## config.mk

```make
export PLATFORM = sky130hd
export DESIGN_NAME = hex_key_entry
export DESIGN_NICKNAME = d
export VERILOG_FILES = /design/src/rtl/hex_key_pkg.sv /design/src/rtl/keypad_scan.sv /design/src/rtl/hex_key_entry.sv
export SDC_FILE = /design/constraint.sdc
export NUM_CORES = 1
export LEC_CHECK = 0
export ABC_AREA = 1
export BUFFER_PORTS_ARGS = -buffer_cell sky130_fd_sc_hd__buf_2
export CAP_MARGIN = 40
export CORE_ASPECT_RATIO = 1.25
export CORE_MARGIN = 2
export CORE_UTILIZATION = 45
export CTS_BUF_LIST = sky130_fd_sc_hd__clkbuf_8
export CTS_CLUSTER_SIZE = 10
export DETAILED_ROUTE_END_ITERATION = 16
export SYNTH_ARGS = -nofsm -noshare
export SYNTH_HDL_FRONTEND = slang
export SYNTH_SLANG_ARGS = --single-unit
```

## constraint.sdc

```tcl
create_clock -name iCLK -period 2.5 [get_ports iCLK]
set_input_delay 0.75 -clock iCLK [delete_from_list [all_inputs] [get_ports iCLK]]
set_output_delay 0.75 -clock iCLK [all_outputs]
set_load 0.005 [all_outputs]
```

## src/rtl/hex_key_pkg.sv

```systemverilog
// hex_key_pkg: debounce state encoding and keypad-index-to-ASCII map.
package hex_key_pkg;
    typedef enum logic [1:0] {IDLE, PRESS_DEB, HELD, REL_DEB} key_state_e;
    localparam logic [7:0] ASCII_SPACE = 8'h20;
    function automatic logic [7:0] key_ascii(input logic [3:0] idx);
        case (idx)
            4'd0:    return 8'h31;
            4'd1:    return 8'h32;
            4'd2:    return 8'h33;
            4'd3:    return 8'h41;
            4'd4:    return 8'h34;
            4'd5:    return 8'h35;
            4'd6:    return 8'h36;
            4'd7:    return 8'h42;
            4'd8:    return 8'h37;
            4'd9:    return 8'h38;
            4'd10:   return 8'h39;
            4'd11:   return 8'h43;
            4'd12:   return 8'h45;
            4'd13:   return 8'h30;
            4'd14:   return 8'h46;
            default: return 8'h44;
        endcase
    endfunction
endpackage

```

## src/rtl/keypad_scan.sv

```systemverilog
// keypad_scan: drives rows one slot at a time, samples synchronized columns
// at slot end and reports the lowest pressed key index once per full scan.
module keypad_scan #(
    parameter int SCAN_DIV = 1000
) (
    input  logic       iCLK,
    input  logic       rst_n,
    input  logic [3:0] col_n,
    output logic [3:0] row_n,
    output logic       scan_done,
    output logic       key_present,
    output logic [3:0] key_idx
);
    localparam int DW = (SCAN_DIV > 1) ? $clog2(SCAN_DIV) : 1;
    logic [3:0] s1_q, s2_q, row_n_q, row_n_d, acc_q, acc_d, idx_q, idx_d;
    logic [DW-1:0] div_q, div_d;
    logic [1:0] row_q, row_d, col;
    logic hit_q, hit_d, done_q, done_d, pres_q, pres_d, last, row_hit;
    always_comb begin
        last    = div_q == DW'(SCAN_DIV - 1);
        row_hit = s2_q != 4'hF;
        col     = !s2_q[0] ? 2'd0 : !s2_q[1] ? 2'd1 : !s2_q[2] ? 2'd2 : 2'd3;
        div_d   = last ? '0 : div_q + 1'b1;
        row_d   = last ? row_q + 2'd1 : row_q;
        row_n_d = last ? {row_n_q[2:0], row_n_q[3]} : row_n_q;
        hit_d   = hit_q;
        acc_d   = acc_q;
        // Rows are visited in ascending order, so the first hit is the lowest index.
        if (last && !hit_q && row_hit) begin
            hit_d = 1'b1;
            acc_d = {row_q, col};
        end
        done_d = last && row_q == 2'd3;
        pres_d = pres_q;
        idx_d  = idx_q;
        if (done_d) begin
            pres_d = hit_d;
            idx_d  = acc_d;
            hit_d  = 1'b0;
            acc_d  = '0;
        end
    end
    always_ff @(posedge iCLK or negedge rst_n) begin
        if (!rst_n) begin
            s1_q    <= 4'hF;
            s2_q    <= 4'hF;
            div_q   <= '0;
            row_q   <= '0;
            row_n_q <= 4'b1110;
            hit_q   <= 1'b0;
            acc_q   <= '0;
            done_q  <= 1'b0;
            pres_q  <= 1'b0;
            idx_q   <= '0;
        end else begin
            s1_q    <= col_n;
            s2_q    <= s1_q;
            div_q   <= div_d;
            row_q   <= row_d;
            row_n_q <= row_n_d;
            hit_q   <= hit_d;
            acc_q   <= acc_d;
            done_q  <= done_d;
            pres_q  <= pres_d;
            idx_q   <= idx_d;
        end
    end
    assign row_n       = row_n_q;
    assign scan_done   = done_q;
    assign key_present = pres_q;
    assign key_idx     = idx_q;
endmodule

```

## src/rtl/hex_key_entry.sv

```systemverilog
// hex_key_entry: debounces scanned keypad results into letter/count updates;
// each accepted press and each accepted release advance count once.
module hex_key_entry
    import hex_key_pkg::*;
#(
    parameter int SCAN_DIV  = 1000,
    parameter int DEB_SCANS = 4,
    parameter int COUNT_MAX = 56
) (
    input  logic        iCLK,
    input  logic        rst_n,
    input  logic [3:0]  col_n,
    output logic [3:0]  row_n,
    output logic [8:0]  letter,
    output logic [30:0] count,
    output logic        key_valid
);
    localparam int BW = $clog2(DEB_SCANS + 1);
    logic scan_done, key_present, valid_q, valid_d, deb_end;
    logic [3:0] key_idx, cand_q, cand_d;
    logic [BW-1:0] deb_q, deb_d, deb_nx;
    logic [8:0] letter_q, letter_d;
    logic [30:0] count_q, count_d, count_inc;
    key_state_e state_q, state_d;
    keypad_scan #(.SCAN_DIV(SCAN_DIV)) u_scan (
        .iCLK       (iCLK),
        .rst_n      (rst_n),
        .col_n      (col_n),
        .row_n      (row_n),
        .scan_done  (scan_done),
        .key_present(key_present),
        .key_idx    (key_idx)
    );
    always_comb begin
        state_d   = state_q;
        cand_d    = cand_q;
        deb_d     = deb_q;
        letter_d  = letter_q;
        count_d   = count_q;
        valid_d   = 1'b0;
        deb_nx    = deb_q + 1'b1;
        deb_end   = deb_nx >= BW'(DEB_SCANS);
        count_inc = count_q < 31'(COUNT_MAX) ? count_q + 31'd1 : count_q;
        if (scan_done) begin
            case (state_q)
                IDLE: if (key_present) begin
                    state_d = PRESS_DEB;
                    cand_d  = key_idx;
                    deb_d   = BW'(1);
                end
                PRESS_DEB: if (!key_present) state_d = IDLE;
                else if (key_idx != cand_q) begin
                    cand_d = key_idx;
                    deb_d  = BW'(1);
                end else if (deb_end) begin
                    state_d  = HELD;
                    deb_d    = deb_nx;
                    letter_d = {1'b0, key_ascii(cand_q)};
                    count_d  = count_inc;
                    valid_d  = 1'b1;
                end else deb_d = deb_nx;
                HELD: if (!key_present) begin
                    state_d = REL_DEB;
                    deb_d   = BW'(1);
                end
                default: if (key_present) state_d = HELD;
                else if (deb_end) begin
                    state_d = IDLE;
                    deb_d   = deb_nx;
                    count_d = count_inc;
                end else deb_d = deb_nx;
            endcase
        end
    end
    always_ff @(posedge iCLK or negedge rst_n) begin
        if (!rst_n) begin
            state_q  <= IDLE;
            cand_q   <= '0;
            deb_q    <= '0;
            letter_q <= {1'b0, ASCII_SPACE};
            count_q  <= '0;
            valid_q  <= 1'b0;
        end else begin
            state_q  <= state_d;
            cand_q   <= cand_d;
            deb_q    <= deb_d;
            letter_q <= letter_d;
            count_q  <= count_d;
            valid_q  <= valid_d;
        end
    end
    assign letter    = letter_q;
    assign count     = count_q;
    assign key_valid = valid_q;
endmodule

```

Word level (Yosys, flattened, before mapping)
Memory sizes are Yosys's and may differ from the RTL's. A register that Yosys moved wholly into a read port is not among the register bits.
Index checks and enable logic that the tools add are counted.
{ "word_totals": {"ff_bits": 84, "romBits": 112, "input_bits": 6, "output_inout_bits": 45, "wordCells": 91, "mem_count": 1} }
{ "mem_list": {"columns": ["name", "words", "word_bits", "rd", "rd_ports_with_merged_regs", "write_ports", "line", "source"], "rows": [
  ["(name not given)", 16, 7, 1, 1, 0, "hex_key_pkg.sv:6", "case (idx)"]
]} }
{ "op_classes": {"add_sub_neg": 4, "magnitude_cmp": 2, "eq_ne": 15, "mux": 37, "n_bitwise": 2, "n_reduce_logical": 14} }
{ "ops": {"columns": ["op", "n"], "rows": [
  ["2-to-1 mux 31 bit", 5],
  ["one-hot mux 31 bit (2 select lines)", 1],
  ["adder 31 x 1 -> 31 bit, second input constant", 1],
  ["< comparator 31 x 6 -> 1 bit, second input constant", 1],
  ["2-to-1 mux 4 bit", 5],
  ["AND reduction 5 bit", 4],
  ["2-to-1 mux 2 bit", 9],
  ["2-to-1 mux 3 bit", 5],
  ["adder 10 x 1 -> 10 bit, second input constant", 1],
  ["== test 10 bit, second input constant", 1],
  ["2-to-1 mux 10 bit", 1],
  ["!= test 3 bit, second input constant", 3],
  ["one-hot mux 3 bit (3 select lines)", 1],
  ["2-to-1 mux 1 bit", 8],
  ["!= test 2 bit, second input constant", 4],
  ["one-hot mux 4 bit (2 select lines)", 1],
  ["one-hot mux 2 bit (3 select lines)", 1],
  ["AND reduction 6 bit", 1],
  ["== test 2 bit, second input constant", 2],
  ["!= test 2 x 1 -> 1 bit, second input constant", 2],
  ["!= test 4 bit", 1],
  ["!= test 4 bit, second input constant", 1],
  ["nonzero test 4 bit", 1],
  ["adder 3 x 1 -> 3 bit, second input constant", 1],
  ["other kinds (9)", 13]
]} }

Depth between registers and ports, before layout
Gate-level depths: netlist of the first run.
{ "logic_depth": {"ltp_word": 7, "mapped_depth": 11, "depth_no_buf": 10} }

Hierarchy
A second synthesis of the first run with hierarchy kept.
{ "hier_totals": {"cells_unflattened": 427, "area_unflattened_um2": 3842.4} }
{ "modules_own_cells": {"columns": ["module", "instances", "cells_each", "area_per_inst_um2", "seq_area_each_um2"], "rows": [
  ["hex_key_entry", 1, 279, 2344.7, 1202.4],
  ["keypad_scan", 1, 148, 1497.7, 889.6]
]} }

Worst setup path after synthesis of the first run
Ideal clock, no wire load.
{ "synth_timing": {"path_type": "reg-to-reg", "from": "register deb_q[0]", "to": "register (tool-made name)", "setup_time_ps": 120, "t_arrival_ps": 1343, "required_ps": 2380, "slack_ps": 1037, "path_stages_with_launch": 8, "n_path_buf": 0, "period_less_slack_ps": 1463, "path_cell_list": "dfrtp_1 > ha_1 > xor2_2 > nor2_1 > a21oi_1 > nand2_2 > o21ai_1 > nand2_1"} }
{ "synth_lines": {"columns": ["element", "line", "source"], "rows": [
  ["from (decl)", "hex_key_entry.sv:21", "logic [BW-1:0] deb_q, deb_d, deb_nx;"],
  ["from (signal assigned)", "hex_key_entry.sv:79", "deb_q <= '0;"],
  ["from (signal assigned)", "hex_key_entry.sv:86", "deb_q <= deb_d;"]
]} }

Worst setup path in the final report of the first run
{ "layout_timing": {"from": "register u_scan.row_n_q[1] (netlist: u_scan.row_n[1])", "to": "output row_n[1]"} }
{ "layout_lines": {"columns": ["element", "line", "source"], "rows": [
  ["from (decl)", "keypad_scan.sv:15", "logic [3:0] s1_q, s2_q, row_n_q, row_n_d, acc_q, acc_d, idx_q, idx_d;"],
  ["from (signal assigned)", "keypad_scan.sv:60", "row_n_q <= row_n_d;"],
  ["to (decl)", "hex_key_entry.sv:13", "output logic [3:0] row_n,"]
]} }
No word-level cell between the ends.

==> results of run 1 <==
## per-layer routing
layer | vias to the layer above | part of all wire
met5 | - | 0
met4 | 0 | 0.023
met3 | 12 | 0.032
met2 | 57 | 0.48
met1 | 1267 | 0.47
li1 | 1407 | -
## power by group through the flow
| stage | registers, mW | logic [mW] | clock network [mW] |
|---|---|---|---|
| floorplan | 1.38 | 0.00507 | 0 |
| global placement | 1.38 | 0.0386 | 0 |
| detailed placement | 1.38 | 0.0396 | 0 |
| CTS | 1.36 | 0.0395 | 1.17 |
| global route | 1.36 | 0.0445 | 1.22 |
| finish | 1.36 | 0.0368 | 1.13 |
## sequential cells by signal (all words and copies together) (netlist names), 4 cells and up, named ones only
name and cells:
u_scan.s1_q 4, u_scan.row_n 4, u_scan.s2_q 4, u_scan.acc_q 4
u_scan.key_idx 4, count 31, u_scan.div_q 10, letter 7
cand_q 4
## kinds of logic after synthesis
kind of cell               synth area share
and+or+nand+nor                       0.253
AOI/OAI and AO/OA                    0.0624
buffers and inverters                0.0998
DFF                                   0.535
adders and majority gates            0.0288
other                              0.000959
xor gates and xnor gates             0.0198
## cells in the mapped netlist, types with 2 or more instances
library cell,count
nor2_4,5
nor2_1,44
nand3_2,2
o211ai_1,2
clkbuf_1,25
nand2_4,6
nor3_1,5
nand4_1,5
inv_1,58
nand2_1,98
a21oi_1,10
o21ai_1,8
inv_2,5
xor2_1,6
ha_1,9
nand3_1,23
nand2_2,9
buf_4,5
o21ai_2,4
o21ai_0,16
dfstp_2,12
nor2_8,2
dfrtp_1,71
## worst register-to-register path: cells and delay by family (launching register included)
| kind | cells | cell delay [ns] |
|---|---|---|
| adders and majority gates | 1 | 0.23 |
| AOI/OAI and AO/OA | 1 | 0.09 |
| DFF | 1 | 0.40 |
| and+or+nand+nor | 6 | 0.76 |
| buffers and inverters | 1 | 0.21 |
## through the flow
step                hold WS, ns  std cells
global route              0.362        579
detailed placement        0.347        563
finish                    0.357        579
floorplan                 0.345        444
CTS                       0.358        579
global placement          0.346        563
## layout make-up
type	count	share of cell area
clock buffer	13	0.0405
clock inverter	3	0.0153
inverter	65	0.0561
multi-input combinational	265	0.325
sequential	83	0.474
tap	100	0.0283
timing repair buffer	50	0.0612
## worst max-delay path by stage
stage                    start           endpoint  slack (ns)  cells after the start
2_1_floorplan         deb_q[0]               flop        1.04                      7
3_3_place_gp   u_scan.div_q[0]  u_scan.key_idx[2]        0.86                      9
3_5_place_dp   u_scan.div_q[0]  u_scan.key_idx[1]        0.79                      9
4_1_cts        u_scan.row_n[1]           row_n[1]        0.71                      1
5_1_grt        u_scan.div_q[0]  u_scan.key_idx[1]        0.57                      9
6_report       u_scan.row_n[1]           row_n[1]        0.75                      1
==> run metrics, run 1 <==
Core Area=8560 µm²; I/O Buffers=48; Netlist cell types=36; Gate power share=0.015; switching share of power=0.194; GR Layer Usage met3=0.0305; antenna cell count=0; maxcap violations=0; Buf/Inv on CP=1; root buffer cell=clkbuf_8; setup tns final=0 ns; Total Power=2.52 mW; minimum clock period=1.75 ns; Final Instance Area=4410 µm²; Routed wire per std cell=11.5 µm; Crit path max-delay family=flip-flops; first-pass GRT wire length=11.7 mm; clk slew on worst S/H paths=0.08 ns; clk sinks=83; Fillers=800; Area Overhead vs Synth=12.9%; post-layout util=0.516; r2r worst-path depth=9; Max clock buf depth=2; GRT busiest layer=met2; startpoint types=flop; final period utilization=0.702; setup slack after layout=0.746 ns; Final Setup Violations=0; Arrival @ worst endpoint=1.00 ns; leakage power=2.42 nW; vias in the first global route=2694; critical path's slowest cell=dfstp_2; Tightest Hold Check Type=in -> async; initial drt markers=103; commonest non-fill, non-tap cell in the layout=nand2_1; critical path class=reg -> out; fin. max-slew vios=0; clock power share=0.448; routability cong.=0.800; drt first pass iters=4; Seq cells post-synth=83; I/O pin count=51; register area=2090 µm²; Net Sw Power=490 µW; met1 Use GR=0.196; Critical Path End Type=output port; Die H=108 µm; Post-CTS Resized=0; dominant synthesized flop cell=dfrtp_1; multi-input logic area=1430 µm²; CP max stage delay=0.55 ns; sequential group share of total power=0.537; hold-fix buffers at CTS=0; WP data required=1.75 ns; H-tree depth=3; # rows=38; asr flop ratio synth=1.00; Routed Antenna Nets=0; DRC errors left=0; PwrDens=572 nW/µm²; GRT Total Usage=0.157; RSZ-0062 raised after global routing=no; fmax=0.570 GHz; synthesized area per cell=8.83 µm²; dpl hpwl=4.85 mm; starting density of the core=0.457; Final Hold Viols=0; clock buffer count from CTS=9; status=completed; Vias=2743; post-synth top area share=0.454; clk_lat worst skew=0.35 ns; worst flop-to-flop path startpoint=u_scan.div_q[0]; skew final=0.00671 ns; Gate Count Post-Synth=443; Placement Setup Slack=0.790 ns; initial antenna violation count=0; placed inst area=4170 µm²; Pint=2.03 mW; final net count=489; final wirelength=6.66 mm; FF-to-FF setup slack=0.75 ns; setup repair bufs after CTS=0; most frequent cells in the layout=nand2_1, dfrtp_1, inv_1; Peak VDD IR=0.000325 V; Synth Cell Area=3910 µm²; largest net degree at the start of global routing=40; post-synthesis sequential area ratio=0.535; Die Wd=87.4 µm; GR Util met2=0.251; gr ovfl total=0; yosys warns=0; CTS tree=yes; post-synth top area cell=dfrtp_1; EDFF count, synth=0; layout cells sized above 1=0.248; Avg Vias per Cell=4.74; worst-path cell chain=buf_2; Worst R2R End=u_scan.key_idx[2]; CP max FO=3; DIE AREA=9460 µm²; Synth area leaders=dfrtp_1, nand2_1, dfstp_2, inv_1, nor2_1
No activity file was read; power rests on OpenSTA's default activity.
==> inputs of run 2 (changes only) <==
--- a/config.mk
+++ b/config.mk
@@ -5,7 +5,7 @@
 export SDC_FILE = /design/constraint.sdc
 export NUM_CORES = 1
 export LEC_CHECK = 0
-export ABC_AREA = 1
+export ABC_AREA = 0
 export BUFFER_PORTS_ARGS = -buffer_cell sky130_fd_sc_hd__buf_2
 export CAP_MARGIN = 40
 export CORE_ASPECT_RATIO = 1.25
@@ -14,6 +14,7 @@
 export CTS_BUF_LIST = sky130_fd_sc_hd__clkbuf_8
 export CTS_CLUSTER_SIZE = 10
 export DETAILED_ROUTE_END_ITERATION = 16
+export PLACE_DENSITY = 0.66
 export SYNTH_ARGS = -nofsm -noshare
 export SYNTH_HDL_FRONTEND = slang
 export SYNTH_SLANG_ARGS = --single-unit
==> constraint.sdc (replaced) <==
create_clock -name iCLK -period 1.7 [get_ports iCLK]
set_input_delay 0.51 -clock iCLK [delete_from_list [all_inputs] [get_ports iCLK]]
set_output_delay 0.51 -clock iCLK [all_outputs]
set_load 0.005 [all_outputs]
==> run 2 against run 1 <==
- register-to-register slack lost 0.68 ns
- sequential share of layout area is 3.6 points higher
- sequential power up 46%
- via count decreased by 24%
- largest power group unchanged
- critical path type is now reg -> reg
- highest routed layer unchanged
- final cell count decreased by 25%
- wire length shrank 18%
- utilization up 4.8 points
- global-route usage decreased by 0.96 points
- setup slack worse by 0.68 ns
- largest cell class unchanged
- synthesized cell count shrank 36%
==> run metrics, run 2 <==
status=completed; I/O pin count=51 (unchanged); Arrival @ worst endpoint=1.86 ns (+0.86 ns); Netlist cell types=44 (+22%); Peak VDD IR=0.000487 V (+50%); critical path's slowest cell=dfrtp_1; leakage power=2.14 nW (-11%); DIE AREA=8140 µm² (-14%); routability cong.=0.781 (-2.4%); fin. max-slew vios=0 (unchanged); Die Wd=81.1 µm (-7.2%); Final Instance Area=4100 µm² (-7.1%); initial drt markers=69 (-33%); Final Setup Violations=0 (unchanged); Post-Synth XOR/XNOR Area=0.0498 (+0.0299); FF-to-FF setup slack=0.07 ns (-0.68 ns); Fillers=650 (-19%); Post-synth top cells=dfrtp_1, clkbuf_1, nor2_1, nand2_1, xnor2_1; antenna cell count=0 (unchanged); multi-input logic area=1190 µm² (-17%); top-count cell post-synth=dfrtp_1; Die H=100 µm (-7.3%); yosys warns=0 (unchanged); final period utilization=0.959; Final Hold Viols=0 (unchanged); post-synth top area cell=dfrtp_1; Compound-Gate Fraction of Synth Area=0.0636 (+0.00122); asr flop ratio synth=1.00 (unchanged); startpoint types=flop; gr ovfl total=0 (unchanged); synthesized area per cell=11.8 µm² (+34%); setup tns final=0 ns (unchanged); register area=2090 µm² (unchanged); I/O Buffers=48 (unchanged); Synth Cell Area=3340 µm² (-14%); RSZ-0062 raised after global routing=yes; vias in the first global route=2083 (-23%); post-synthesis sequential area ratio=0.626 (+0.0906); Tightest Hold Check Type=in -> async; Gate Count Post-Synth=283 (-36%); non-filler cells, final=433 (-25%); # rows=35 (-7.9%); most frequent cells in the layout=dfrtp_1, buf_2, buf_4; Routed Antenna Nets=0 (unchanged); placed inst area=3730 µm² (-11%); post-synthesis adder-cell area fraction=0.0337 (+0.00488); EDFF count, synth=0 (unchanged); critical path class=reg -> reg; Worst R2R End=u_scan.key_idx[0]; minimum clock period=1.63 ns; Buf/Inv on CP=1 (unchanged); root buffer cell=clkbuf_8; WP data required=1.93 ns (+0.18 ns); H-tree depth=3 (unchanged); final net count=351 (-28%); dpl hpwl=3.93 mm (-19%); max FFs per register=31 (unchanged); Min Hold Slack=0.0692 ns (-0.288 ns); Vias=2079 (-24%); r2r worst-path depth=7 (-2); DRC errors left=0 (unchanged); maxcap violations=0 (unchanged); clk slew on worst S/H paths=0.09 ns (about the same); Routed wire per std cell=12.6 µm (+9.4%); final wirelength=5.45 mm (-18%); PwrDens=860 nW/µm² (+51%); multiplexer area fraction after synthesis=0.0520 (+0.0520); worst flop-to-flop path startpoint=u_scan.div_q[1]; simple logic cell fraction of the synthesized area=0.124 (-0.130); worst-path cell chain=ha_2, nand3b_1, nor4_4, buf_6, nand3b_4, mux2i_2, o21ai_1; clk sinks=83 (unchanged); CTS tree=yes; Max clock buf depth=2 (unchanged); GRT Total Usage=0.148 (-0.00959); skew final=0.00858 ns (+0.00188 ns); placed cell count=410 (-27%); Critical Path End Type=flop; drt first pass iters=4 (unchanged); starting density of the core=0.460 (+0.00305); Synth area leaders=dfrtp_1, dfstp_2, mux2_2, xnor2_1, ha_1; CP max FO=5 (+2); dominant synthesized flop cell=dfrtp_1; fmax=0.613 GHz; Area Overhead vs Synth=22.6%; Crit path max-delay family=simple AND/OR/NAND/NOR gates; commonest non-fill, non-tap cell in the layout=dfrtp_1; first-pass GRT wire length=9.29 mm (-20%); Avg Vias per Cell=4.80 (+1.3%); main combinational cell family by area after synthesis=simple AND/OR/NAND/NOR gates; Seq cells post-synth=83 (unchanged); clk_lat worst skew=0.34 ns (about the same); CP max stage delay=0.38 ns (-0.17 ns); Core Area=7270 µm² (-15%); layout cells sized above 1=0.396 (+0.147); post-synth top area share=0.531 (+0.0770); largest net degree at the start of global routing=28 (-30%); initial antenna violation count=0 (unchanged); clock buffer count from CTS=9 (unchanged)
[run 2: cell types whose count changed after synthesis, sizes merged, moves of 3 or more]
| cell | before | now |
|---|---|---|
| o21ai | 28 | 14 |
| a21oi | 11 | 7 |
| nor4 | 0 | 6 |
| xnor2 | 1 | 13 |
| inv | 64 | 9 |
| and3 | 1 | 7 |
| mux2i | 0 | 5 |
| nor2 | 52 | 22 |
| a31oi | 0 | 3 |
| nand2 | 113 | 19 |
| nand3 | 26 | 12 |
| mux2 | 0 | 11 |
[run 2: cells by family after synthesis]
logic type                 count (synthesis)
buffers and inverters                     41
adders and majority gates                  9
AOI/OAI and AO/OA                         35
xor gates and xnor gates                  19
and+or+nand+nor                           79
other                                      1
DFF                                       83
muxes                                     16
[run 2: power by group]
part | leakage, nW | total [mW] | switching, mW | internal (mW)
Combinational | 0.939 | 0.0614 | 0.0428 | 0.0186
Sequential | 1.10 | 1.99 | 0.00301 | 1.99
Clock | 0.103 | 1.47 | 0.765 | 0.708
Total | 2.14 | 3.53 | 0.811 | 2.72
[run 2: repair_timing]
action	4_1_cts	5_1_grt
setup buffers	1	6
resized for setup	2	21
pin swaps	1	8
hold buffers	0	0
endpoints found under the setup margin	6	22
[run 2: layout make-up]
| type | count | area share |
|---|---|---|
| sequential | 83 | 0.510 |
| timing repair buffer | 72 | 0.110 |
| inverter | 10 | 0.00977 |
| multi-input combinational | 160 | 0.291 |
| clock buffer | 9 | 0.0302 |
| tap | 92 | 0.0281 |
| clock inverter | 7 | 0.0204 |
[run 2: stage by stage]
stage	setup WS, ns	power [mW]	util
after detailed placement	-0.0468	2.10	0.513
final	0.0691	3.53	0.564
after CTS	0.0243	3.58	0.544
after global routing	-0.0753	3.69	0.564
after global placement	0.0360	2.10	0.513
after floorplan	-0.0169	2.04	-
[run 2: layer usage]
metal / routed length [µm] / vias up / GRT usage
met4: 69 / 0 / 0.0730
met2: 2810 / 36 / 0.238
li1: - / 1046 / -
met3: 175 / 4 / 0.0414
met5: 0 / - / 0
met1: 2400 / 993 / 0.180
[run 2: worst max path at each step]
stage,to,cells after the start,start
6_report,u_scan.key_idx[0],7,u_scan.div_q[1]
5_1_grt,u_scan.key_idx[2],7,u_scan.div_q[0]
4_1_cts,u_scan.key_idx[1],7,u_scan.div_q[1]
3_5_place_dp,count[3],5,count[21]
3_3_place_gp,count[1],6,deb_q[0]
2_1_floorplan,u_scan.row_n[3],5,u_scan.div_q[0]
[run 2: worst register-to-register path, delay by kind of cell, from the launching register on]
family                   cells  cell delay [ns]
buffers and inverters        1             0.17
adder cells (fa/ha/maj)      1             0.20
AND/OR/NAND/NOR              3             0.48
flip-flops                   1             0.38
multiplexers                 1             0.22
AO/OA/AOI/OAI                1             0.08
